==> src/rtl/fifo_uart_tx.sv <==
// UART transmitter that pops bytes from an upstream synchronous FIFO and sends
// them as 8N1 frames, optionally with an even-parity bit before the stop bit.
//
// state  | meaning
// IDLE   | line high, waiting for en and a non-empty FIFO
// FETCH  | pop strobe to the FIFO
// LOAD   | FIFO read data captured into the shift register, parity computed
// START  | start bit (low)
// DATA   | eight data bits, LSB first
// PARITY | even-parity bit (only when PARITY_EN)
// STOP   | stop bit (high), frame_done on its last cycle
module fifo_uart_tx #(
  parameter int unsigned CLKS_PER_BIT = 16,
  parameter bit          PARITY_EN    = 1'b0
) (
  input  logic       clk,
  input  logic       rst_n,
  input  logic       en,
  input  logic       fifo_empty,
  output logic       fifo_rd_en,
  input  logic [7:0] fifo_data,
  output logic       tx,
  output logic       busy,
  output logic       frame_done
);

  localparam int CNT_W = (CLKS_PER_BIT > 1) ? $clog2(CLKS_PER_BIT) : 1;
  localparam logic [CNT_W-1:0] CNT_MAX = CNT_W'(CLKS_PER_BIT - 1);

  localparam logic [2:0] S_IDLE   = 3'd0;
  localparam logic [2:0] S_FETCH  = 3'd1;
  localparam logic [2:0] S_LOAD   = 3'd2;
  localparam logic [2:0] S_START  = 3'd3;
  localparam logic [2:0] S_DATA   = 3'd4;
  localparam logic [2:0] S_PARITY = 3'd5;
  localparam logic [2:0] S_STOP   = 3'd6;

  logic [2:0]       state_q, state_d;
  logic [CNT_W-1:0] cnt_q, cnt_d;
  logic [2:0]       bit_idx_q, bit_idx_d;
  logic [7:0]       shift_q, shift_d;
  logic             parity_q, parity_d;
  logic             tx_q, tx_d;
  // Holds off the first IDLE qualification until one edge after reset release.
  logic             armed_q;
  logic             bit_end;
  logic             timed;

  assign bit_end = (cnt_q == CNT_MAX);
  assign timed   = (state_q == S_START) || (state_q == S_DATA) ||
                   (state_q == S_PARITY) || (state_q == S_STOP);

  always_comb begin
    state_d   = state_q;
    bit_idx_d = bit_idx_q;
    shift_d   = shift_q;
    parity_d  = parity_q;
    case (state_q)
      S_IDLE: begin
        if (armed_q && en && !fifo_empty) state_d = S_FETCH;
      end
      S_FETCH: state_d = S_LOAD;
      S_LOAD: begin
        shift_d   = fifo_data;
        parity_d  = ^fifo_data;
        bit_idx_d = 3'd0;
        state_d   = S_START;
      end
      S_START: begin
        if (bit_end) state_d = S_DATA;
      end
      S_DATA: begin
        if (bit_end) begin
          shift_d   = {1'b0, shift_q[7:1]};
          bit_idx_d = bit_idx_q + 3'd1;
          if (bit_idx_q == 3'd7) state_d = PARITY_EN ? S_PARITY : S_STOP;
        end
      end
      S_PARITY: begin
        if (bit_end) state_d = S_STOP;
      end
      S_STOP: begin
        if (bit_end) state_d = S_IDLE;
      end
      default: state_d = S_IDLE;
    endcase

    if (!timed || bit_end || (state_d != state_q)) cnt_d = '0;
    else                                            cnt_d = cnt_q + CNT_W'(1);

    // tx is registered, so it is derived from where the FSM is going next.
    case (state_d)
      S_START:  tx_d = 1'b0;
      S_DATA:   tx_d = shift_d[0];
      S_PARITY: tx_d = parity_d;
      default:  tx_d = 1'b1;
    endcase
  end

  always_ff @(posedge clk) begin
    if (!rst_n) begin
      state_q   <= S_IDLE;
      cnt_q     <= '0;
      bit_idx_q <= 3'd0;
      shift_q   <= 8'd0;
      parity_q  <= 1'b0;
      tx_q      <= 1'b1;
      armed_q   <= 1'b0;
    end else begin
      state_q   <= state_d;
      cnt_q     <= cnt_d;
      bit_idx_q <= bit_idx_d;
      shift_q   <= shift_d;
      parity_q  <= parity_d;
      tx_q      <= tx_d;
      armed_q   <= 1'b1;
    end
  end

  assign tx         = tx_q;
  assign fifo_rd_en = (state_q == S_FETCH);
  assign busy       = (state_q != S_IDLE);
  assign frame_done = (state_q == S_STOP) && bit_end;

endmodule
==> config.mk <==
export PLATFORM = sky130hd
export DESIGN_NAME = fifo_uart_tx
export DESIGN_NICKNAME = d
export VERILOG_FILES = /design/src/rtl/fifo_uart_tx.sv
export SDC_FILE = /design/constraint.sdc
export NUM_CORES = 1
export LEC_CHECK = 0
export ABC_AREA = 1
export ABC_CLOCK_PERIOD_IN_PS = 1500
export BUFFER_PORTS_ARGS = -buffer_cell sky130_fd_sc_hd__buf_2
export CAP_MARGIN = 15
export CORE_ASPECT_RATIO = 0.8
export CORE_MARGIN = 3
export CORE_UTILIZATION = 50
export DETAILED_ROUTE_END_ITERATION = 8
export PLACE_DENSITY = 0.75
export SLEW_MARGIN = 10
export SYNTH_ARGS = -nofsm -noshare
export SYNTH_HDL_FRONTEND = slang
export SYNTH_SLANG_ARGS = --single-unit
export TNS_END_PERCENT = 1
==> constraint.sdc <==
create_clock -name clk -period 1.5 [get_ports clk]
set_input_delay 0.225 -clock clk [delete_from_list [all_inputs] [get_ports clk]]
set_output_delay 0.225 -clock clk [all_outputs]
set_load 0.01 [all_outputs]
==> results.sh, run 1 <==
export IMPL_outcome="complete, no violations"
export IMPL_route_detailed_wl_per_inst_microns=12.5
export IMPL_total_leakage_power_uw=0.000760
export IMPL_setup_worst_path_end_class="primary output"
export IMPL_synth_ff_type="sky130_fd_sc_hd__dfxtp_1"
export IMPL_clock_sinks=21
export IMPL_die_height_microns=50.5
export IMPL_avgViaCountPerCell=5.20
export IMPL_routabilityCongestion=0.854
export IMPL_yosys_area_share_xor_xnor_pct=2.12
export IMPL_overflow=0
export IMPL_grt_pass1_wl_microns=4640
export IMPL_worstSetupStartpoint="cnt_q[0]"
export IMPL_synth_async_sr_flop_share_pct=0
export IMPL_num_rows=15
export IMPL_ir_drop_mv=0.528
export IMPL_worst_r2r_setup_slack_ns=0.08
export IMPL_start_kind="flop"
export IMPL_slowest_delay_ns=0.37
export IMPL_yosys_area_top_type="sky130_fd_sc_hd__dfxtp_1"
export IMPL_ctsLongestPathBuffers=2
export IMPL_synth_edff_count=0
export IMPL_die_area_sq_um=3120
export IMPL_worst_pin_slew_ns=0.402
export IMPL_critical_path_endpoint="frame_done"
export IMPL_yosysWarnings=0
export IMPL_yosys_mux_area_fraction_pct=0
export IMPL_hold_worst_slack_ns=0.116
export IMPL_synth_avg_cell_area_sq_um=6.53
export IMPL_max_cap_viol_count=0
export IMPL_critical_path_depth=4
export IMPL_io_buffer_count=15
export IMPL_r2r_cells=6
export IMPL_synth_top_family_by_area="simple AND/OR/NAND/NOR gates"
export IMPL_clock_insertion_delay_worst_skew_ns=0.31
export IMPL_worstReg2RegStart="cnt_q[0]"
export IMPL_distinct_cells_synth=29
export IMPL_area_growth_syn_to_layout_pct=20.4
export IMPL_grt_util_all_layers_pct=19.5
export IMPL_io_pins=16
export IMPL_synthAdderAreaFrac_pct=3.03
export IMPL_synth_compound_area_share_pct=8.78
export IMPL_synth_top_cell_area_share_pct=33.9
export IMPL_max_slew_margin_rel_pct=73.2
export IMPL_grt_setup_unrepaired="true"
export IMPL_powerDensity_nw_per_um2=785
export IMPL_critical_path_max_fanout=3
export IMPL_worst_clk_skew_ns=0.00453
export IMPL_yosysMostFrequentCell="sky130_fd_sc_hd__nand2_1"
export IMPL_ant_nets=0
export IMPL_worstHoldPathType="in2reg"
export IMPL_final_layout_size_suffix_gt1_share_pct=25.6
export IMPL_htree_levels=1
export IMPL_tritoncts_clock_tree="built"
export IMPL_finalMaxSlewViolations=0
export IMPL_regToRegEndpoint="shift_q[4]"
export IMPL_drt_wl_total_microns=2990
export IMPL_drc_errors=0
export IMPL_total_setup_violations_reported_at_the_end_of_the_flow=0
export IMPL_synth_yosys_seq_area_share_pct=33.9
export IMPL_cp_buffers_inverters=1
export IMPL_dr_pass1_iters=4
export IMPL_initial_standard_cell_utilization_of_the_core_pct=55.1
export IMPL_detailed_place_hpwl_microns=1990
export IMPL_synth_ff_latch_count=21
export IMPL_grt_start_max_net_pins=13
export IMPL_critical_path_slowest_cell="sky130_fd_sc_hd__dfxtp_2"
export IMPL_finalHoldViolations=0
export IMPL_critical_path_cell_chain="ha_4 > nand3_4 > nor4_2 > buf_2"
export IMPL_criticalPathCategory="reg2out"
export IMPL_synthesis_instances=190
export IMPL_antenna_diode_count=0
export IMPL_grt_antenna_before_repair=0
export IMPL_worstPathArrival_ns=1.22
export IMPL_core_area_sq_um=2250
export IMPL_ctsHoldBuffers=0
export IMPL_die_width_microns=61.7
export IMPL_clk_root_buffer_cell="sky130_fd_sc_hd__clkbuf_4"
export IMPL_synth_simple_gate_area_share_pct=42.9
export IMPL_synth_area_top_cells="sky130_fd_sc_hd__dfxtp_1 (34%), sky130_fd_sc_hd__nand2_1 (22%), sky130_fd_sc_hd__nor2_1 (6.1%)"
export IMPL_count_of_routing_violations_after_the_opening_detailed_route_iteration=104
export IMPL_num_vias=1249
export IMPL_cts_clk_slew_worst_paths_ns=0.12
export IMPL_final_min_period_over_clock_period_pct=96.5
export IMPL_min_tclk_post_route_ns=1.45
export IMPL_mappedNetlistArea_sq_um=1240
export IMPL_worst_ep_required_time_ns=1.27
export IMPL_final_nets=231
export IMPL_synth_nets=205
export IMPL_most_frequent_cells_after_synthesis="sky130_fd_sc_hd__nand2_1 (74), sky130_fd_sc_hd__dfxtp_1 (21), sky130_fd_sc_hd__nor2_1 (20)"
export IMPL_postLayoutCoreUtil_pct=66.3
export IMPL_cts_inserted_buffers=3
export IMPL_achievable_clock_frequency_mhz=691
export IMPL_critical_path_top_delay_family="flip-flops"
export IMPL_first_global_vias=1123
## how the worst min path moves through the flow
| stage | start | end | slack (ns) | depth (start not counted) |
|---|---|---|---|---|
| 6_report | rst_n | armed_q | 0.12 | 1 |
| 5_1_grt | rst_n | armed_q | 0.11 | 1 |
| 4_1_cts | rst_n | armed_q | 0.11 | 1 |
| 3_5_place_dp | cnt_q[0] | cnt_q[0] | 0.44 | 1 |
| 3_3_place_gp | cnt_q[0] | cnt_q[0] | 0.43 | 1 |
| 2_1_floorplan | rst_n | armed_q | 0.25 | 0 |
## where the power goes
| part | total (uW) | switching [uW] | leakage (uW) | internal (uW) |
|---|---|---|---|---|
| registers | 617 | 28.1 | 0.000174 | 589 |
| logic | 269 | 165 | 0.000568 | 105 |
| clock network | 285 | 185 | 0.0000177 | 99.8 |
| total | 1170 | 378 | 0.000760 | 794 |
## per-layer routing
layer | GRT usage (%) | part of all wire [%] | vias up | routed length [microns]
met5 | 0 | 0 | - | 0
met4 | 2.83 | 0.37 | 0 | 11
met3 | 5.40 | 4.3 | 2 | 128
met2 | 32.9 | 51 | 26 | 1520
met1 | 24.9 | 44 | 570 | 1330
li1 | - | - | 651 | -
## layout make-up
class                      count  area [sq um]
tap                           25          31.3
fill                         200           759
timing repair buffer          24           143
clock inverter                 1          5.00
sequential                    21           430
clock buffer                   3          22.5
inverter                      24          95.1
multi-input combinational    142           766
## registers in the layout (all words and copies together) (netlist names)
signal,flops
shift_q,8
cnt_q,4
tx,1
parity_q,1
state_q,3
armed_q,1
bit_idx_q,3
## cells by family after synthesis
kind of cell | after synthesis
flops | 21
fa+ha+maj | 3
xor+xnor | 3
buf+inv | 27
simple gates | 118
compound gates | 18
## cells in the final DEF (no fill, tap or decap), types with 3 or more instances in the layout
| cell | synthesis | routed |
|---|---|---|
| sky130_fd_sc_hd__dfxtp_1 | 21 | 15 |
| sky130_fd_sc_hd__nor2_1 | 20 | 17 |
| sky130_fd_sc_hd__buf_2 | 1 | 15 |
| sky130_fd_sc_hd__ha_4 | 0 | 3 |
| sky130_fd_sc_hd__inv_1 | 19 | 19 |
| sky130_fd_sc_hd__a22oi_1 | 4 | 4 |
| sky130_fd_sc_hd__clkbuf_4 | 0 | 3 |
| sky130_fd_sc_hd__inv_2 | 4 | 4 |
| sky130_fd_sc_hd__nand2_2 | 1 | 3 |
| sky130_fd_sc_hd__a21oi_1 | 7 | 7 |
| sky130_fd_sc_hd__a31oi_1 | 3 | 3 |
| sky130_fd_sc_hd__nand3_1 | 11 | 11 |
| sky130_fd_sc_hd__buf_4 | 0 | 9 |
| sky130_fd_sc_hd__nand4_1 | 3 | 3 |
| sky130_fd_sc_hd__nor2_4 | 2 | 3 |
| sky130_fd_sc_hd__nand2_1 | 74 | 72 |
| sky130_fd_sc_hd__dfxtp_2 | 0 | 5 |
## timing repair
item / CTS / global route
endpoints found under the setup margin: 2 / 6
buffers inserted: 4 / 5
resized for setup: 6 / 15
pin swaps: 2 / 9
## metrics by stage
stage	worst slack (ns)	instances	area, sq um	setup TNS, ns	power [uW]
after floorplan	0.138	190	1240	0	797
after global placement	0.0626	227	1330	0	851
after detailed placement	-0.00507	227	1330	-0.00507	863
after CTS	-0.0403	235	1400	-0.0403	1140
after global routing	-0.0448	240	1490	-0.0725	1230
final	0.0531	240	1490	0	1170
Power figures use the tool's default switching activity.
==> inputs of run 2 (changes only) <==
Settings changed: SETUP_SLACK_MARGIN set to 0.1, SKIP_LAST_GASP set to 1.
==> run 2 against run 1 <==
  * Sequential share of layout area did not move
  * Worst setup slack improved by 0.0019 ns
  * Largest power group unchanged
  * Clock skew barely moved
  * Sequential power barely moved
  * Largest cell class unchanged
  * Register-to-register slack barely moved
  * Global-route usage fell by 0.052 points
  * Highest routed layer unchanged
  * Combinational power barely moved
  * Sequential cell count did not move
  * Count of clock-buffer cells in the layout did not move
  * Design area did not move
  * Critical path depth did not move
==> results.sh, run 2 (synthesis gave the netlist of run 1 again) <==
export IMPL_overflow=0
export IMPL_worstReg2RegStart="cnt_q[0]"
export IMPL_final_min_period_over_clock_period_pct=96.3
export IMPL_hp_start="rst_n"
export IMPL_clock_insertion_delay_worst_skew_ns=0.31
export IMPL_layout_cells_most_common="sky130_fd_sc_hd__nand2_1"
export IMPL_clock_sinks=21
export IMPL_mostFrequentLayoutCells="sky130_fd_sc_hd__nand2_1 (72), sky130_fd_sc_hd__inv_1 (19), sky130_fd_sc_hd__nor2_1 (17)"
export IMPL_worstPathArrival_ns=1.22
export IMPL_finalMaxSlewViolations=0
export IMPL_ir_drop_mv=0.529
export IMPL_clk_root_buffer_cell="sky130_fd_sc_hd__clkbuf_4"
export IMPL_worstHoldPathType="in2reg"
export IMPL_first_global_vias=1123
export IMPL_critical_path_max_fanout=3
export IMPL_critical_path_endpoint="frame_done"
export IMPL_clkPwrFrac_pct=24.4
export IMPL_biggest_registers_after_layout="shift_q: 8 flops, cnt_q: 4 flops"
export IMPL_ctsHoldBuffers=0
export IMPL_grt_start_max_net_pins=13
export IMPL_die_height_microns=50.5
export IMPL_total_leakage_power_uw=0.000760
export IMPL_cts_inserted_buffers=3
export IMPL_max_slew_margin_rel_pct=72.9
export IMPL_netSwitchingPower_uw=379
export IMPL_final_layout_size_suffix_gt1_share_pct=25.6
export IMPL_internal_power_uw=794
export IMPL_criticalPathCategory="reg2out"
export IMPL_r2r_cells=6
export IMPL_die_area_sq_um=3120
export IMPL_final_nets=231
export IMPL_power_share_switching_pct=32.3
export IMPL_io_pins=16
export IMPL_max_cap_viol_count=0
export IMPL_drc_errors=0
export IMPL_largest_register="shift_q"
export IMPL_largest_register_ffs=8
export IMPL_postLayoutCoreUtil_pct=66.3
export IMPL_grt_pass1_wl_microns=4630
export IMPL_start_kind="flop"
export IMPL_register_area_sq_um=430
export IMPL_worstSetupStartpoint="cnt_q[0]"
export IMPL_num_vias=1260
export IMPL_count_of_routing_violations_after_the_opening_detailed_route_iteration=80
export IMPL_num_rows=15
export IMPL_tritoncts_clock_tree="built"
export IMPL_seqPwrFrac_pct=52.6
export IMPL_die_width_microns=61.7
export IMPL_routabilityCongestion=0.854
export IMPL_avgViaCountPerCell=5.25
export IMPL_grt_antenna_before_repair=0
export IMPL_total_setup_violations_reported_at_the_end_of_the_flow=0
export IMPL_setup_worst_path_end_class="primary output"
export IMPL_comb_power_share_pct=23.0
export IMPL_finalHoldViolations=0
export IMPL_grt_setup_unrepaired="true"
export IMPL_core_area_sq_um=2250
export IMPL_outcome="complete, no violations"
export IMPL_detailed_place_hpwl_microns=1990
export IMPL_ctsLongestPathBuffers=2
export IMPL_dr_pass1_iters=4
export IMPL_initial_standard_cell_utilization_of_the_core_pct=55.1
export IMPL_grt_util_all_layers_pct=19.5
export IMPL_route_detailed_wl_per_inst_microns=12.5
export IMPL_io_buffer_count=15
export IMPL_drt_wl_total_microns=3000
export IMPL_htree_levels=1
export IMPL_hold_worst_slack_ns=0.114
export IMPL_worst_clk_skew_ns=0.00493
export IMPL_regToRegEndpoint="shift_q[4]"
export IMPL_combined_area_of_the_multi_input_logic_cells_sq_um=766
export IMPL_cts_clk_slew_worst_paths_ns=0.13
export IMPL_area_growth_syn_to_layout_pct=20.4
export IMPL_worst_r2r_setup_slack_ns=0.08
export IMPL_powerDensity_nw_per_um2=786
export IMPL_min_tclk_post_route_ns=1.45
export IMPL_worst_pin_slew_ns=0.406
export IMPL_ant_nets=0
export IMPL_worst_ep_required_time_ns=1.27
export IMPL_nFillCells=200
export IMPL_achievable_clock_frequency_mhz=692
export IMPL_antenna_diode_count=0
## run 2: per-stage QoR
step / total power, uW / TNS [ns] / std cells / cell area (sq um) / setup slack (ns)
floorplan: 797 / 0 / 190 / 1240 / 0.138
global placement: 851 / 0 / 227 / 1330 / 0.0626
detailed placement: 863 / -0.00507 / 227 / 1330 / -0.00507
CTS: 1140 / -0.0696 / 235 / 1400 / -0.0403
global route: 1230 / -0.0725 / 240 / 1490 / -0.0448
finish: 1170 / 0 / 240 / 1490 / 0.0550
## run 2: worst min path at each step
stage	to	slack [ns]	cells after the start
2_1_floorplan	armed_q	0.25	0
3_3_place_gp	cnt_q[0]	0.43	1
3_5_place_dp	cnt_q[0]	0.44	1
4_1_cts	armed_q	0.11	1
5_1_grt	armed_q	0.11	1
6_report	armed_q	0.11	1
## run 2: routing by layer
| metal | routed length (microns) | GRT usage (%) | vias up |
|---|---|---|---|
| met5 | 0 | 0 | - |
| met4 | 24 | 2.83 | 0 |
| met3 | 116 | 5.40 | 6 |
| met2 | 1510 | 32.9 | 35 |
| met1 | 1350 | 24.8 | 568 |
| li1 | - | - | 651 |
## run 2: power groups by stage
| stage | Combinational, uW | Sequential [uW] | Clock [uW] |
|---|---|---|---|
| 3_3_place_gp | 228 | 623 | 0 |
| 2_1_floorplan | 178 | 619 | 0 |
| 3_5_place_dp | 238 | 625 | 0 |
| 6_report | 270 | 617 | 286 |
| 4_1_cts | 240 | 612 | 289 |
| 5_1_grt | 303 | 620 | 309 |
## run 2: area by class of cell
| cell class | count | area share, % |
|---|---|---|
| Clock inverter | 1 | 0.335 |
| Multi-Input combinational cell | 142 | 51.3 |
| Tap cell | 25 | 2.10 |
| Timing Repair Buffer | 24 | 9.56 |
| Inverter | 24 | 6.37 |
| Sequential cell | 21 | 28.8 |
| Clock buffer | 3 | 1.51 |
## run 2: repair_timing
action                                  in CTS  in global routing
gates resized for setup                      5                 16
setup buffers                                4                  5
pin swaps                                    2                  9
endpoints found under the setup margin       8                 14
## run 2: worst max-delay path, stage by stage (launching register included)
cell	delay [ns]
sky130_fd_sc_hd__dfxtp_2	0.37
sky130_fd_sc_hd__ha_4	0.15
sky130_fd_sc_hd__nand3_4	0.09
sky130_fd_sc_hd__nor4_2	0.13
sky130_fd_sc_hd__buf_2	0.17
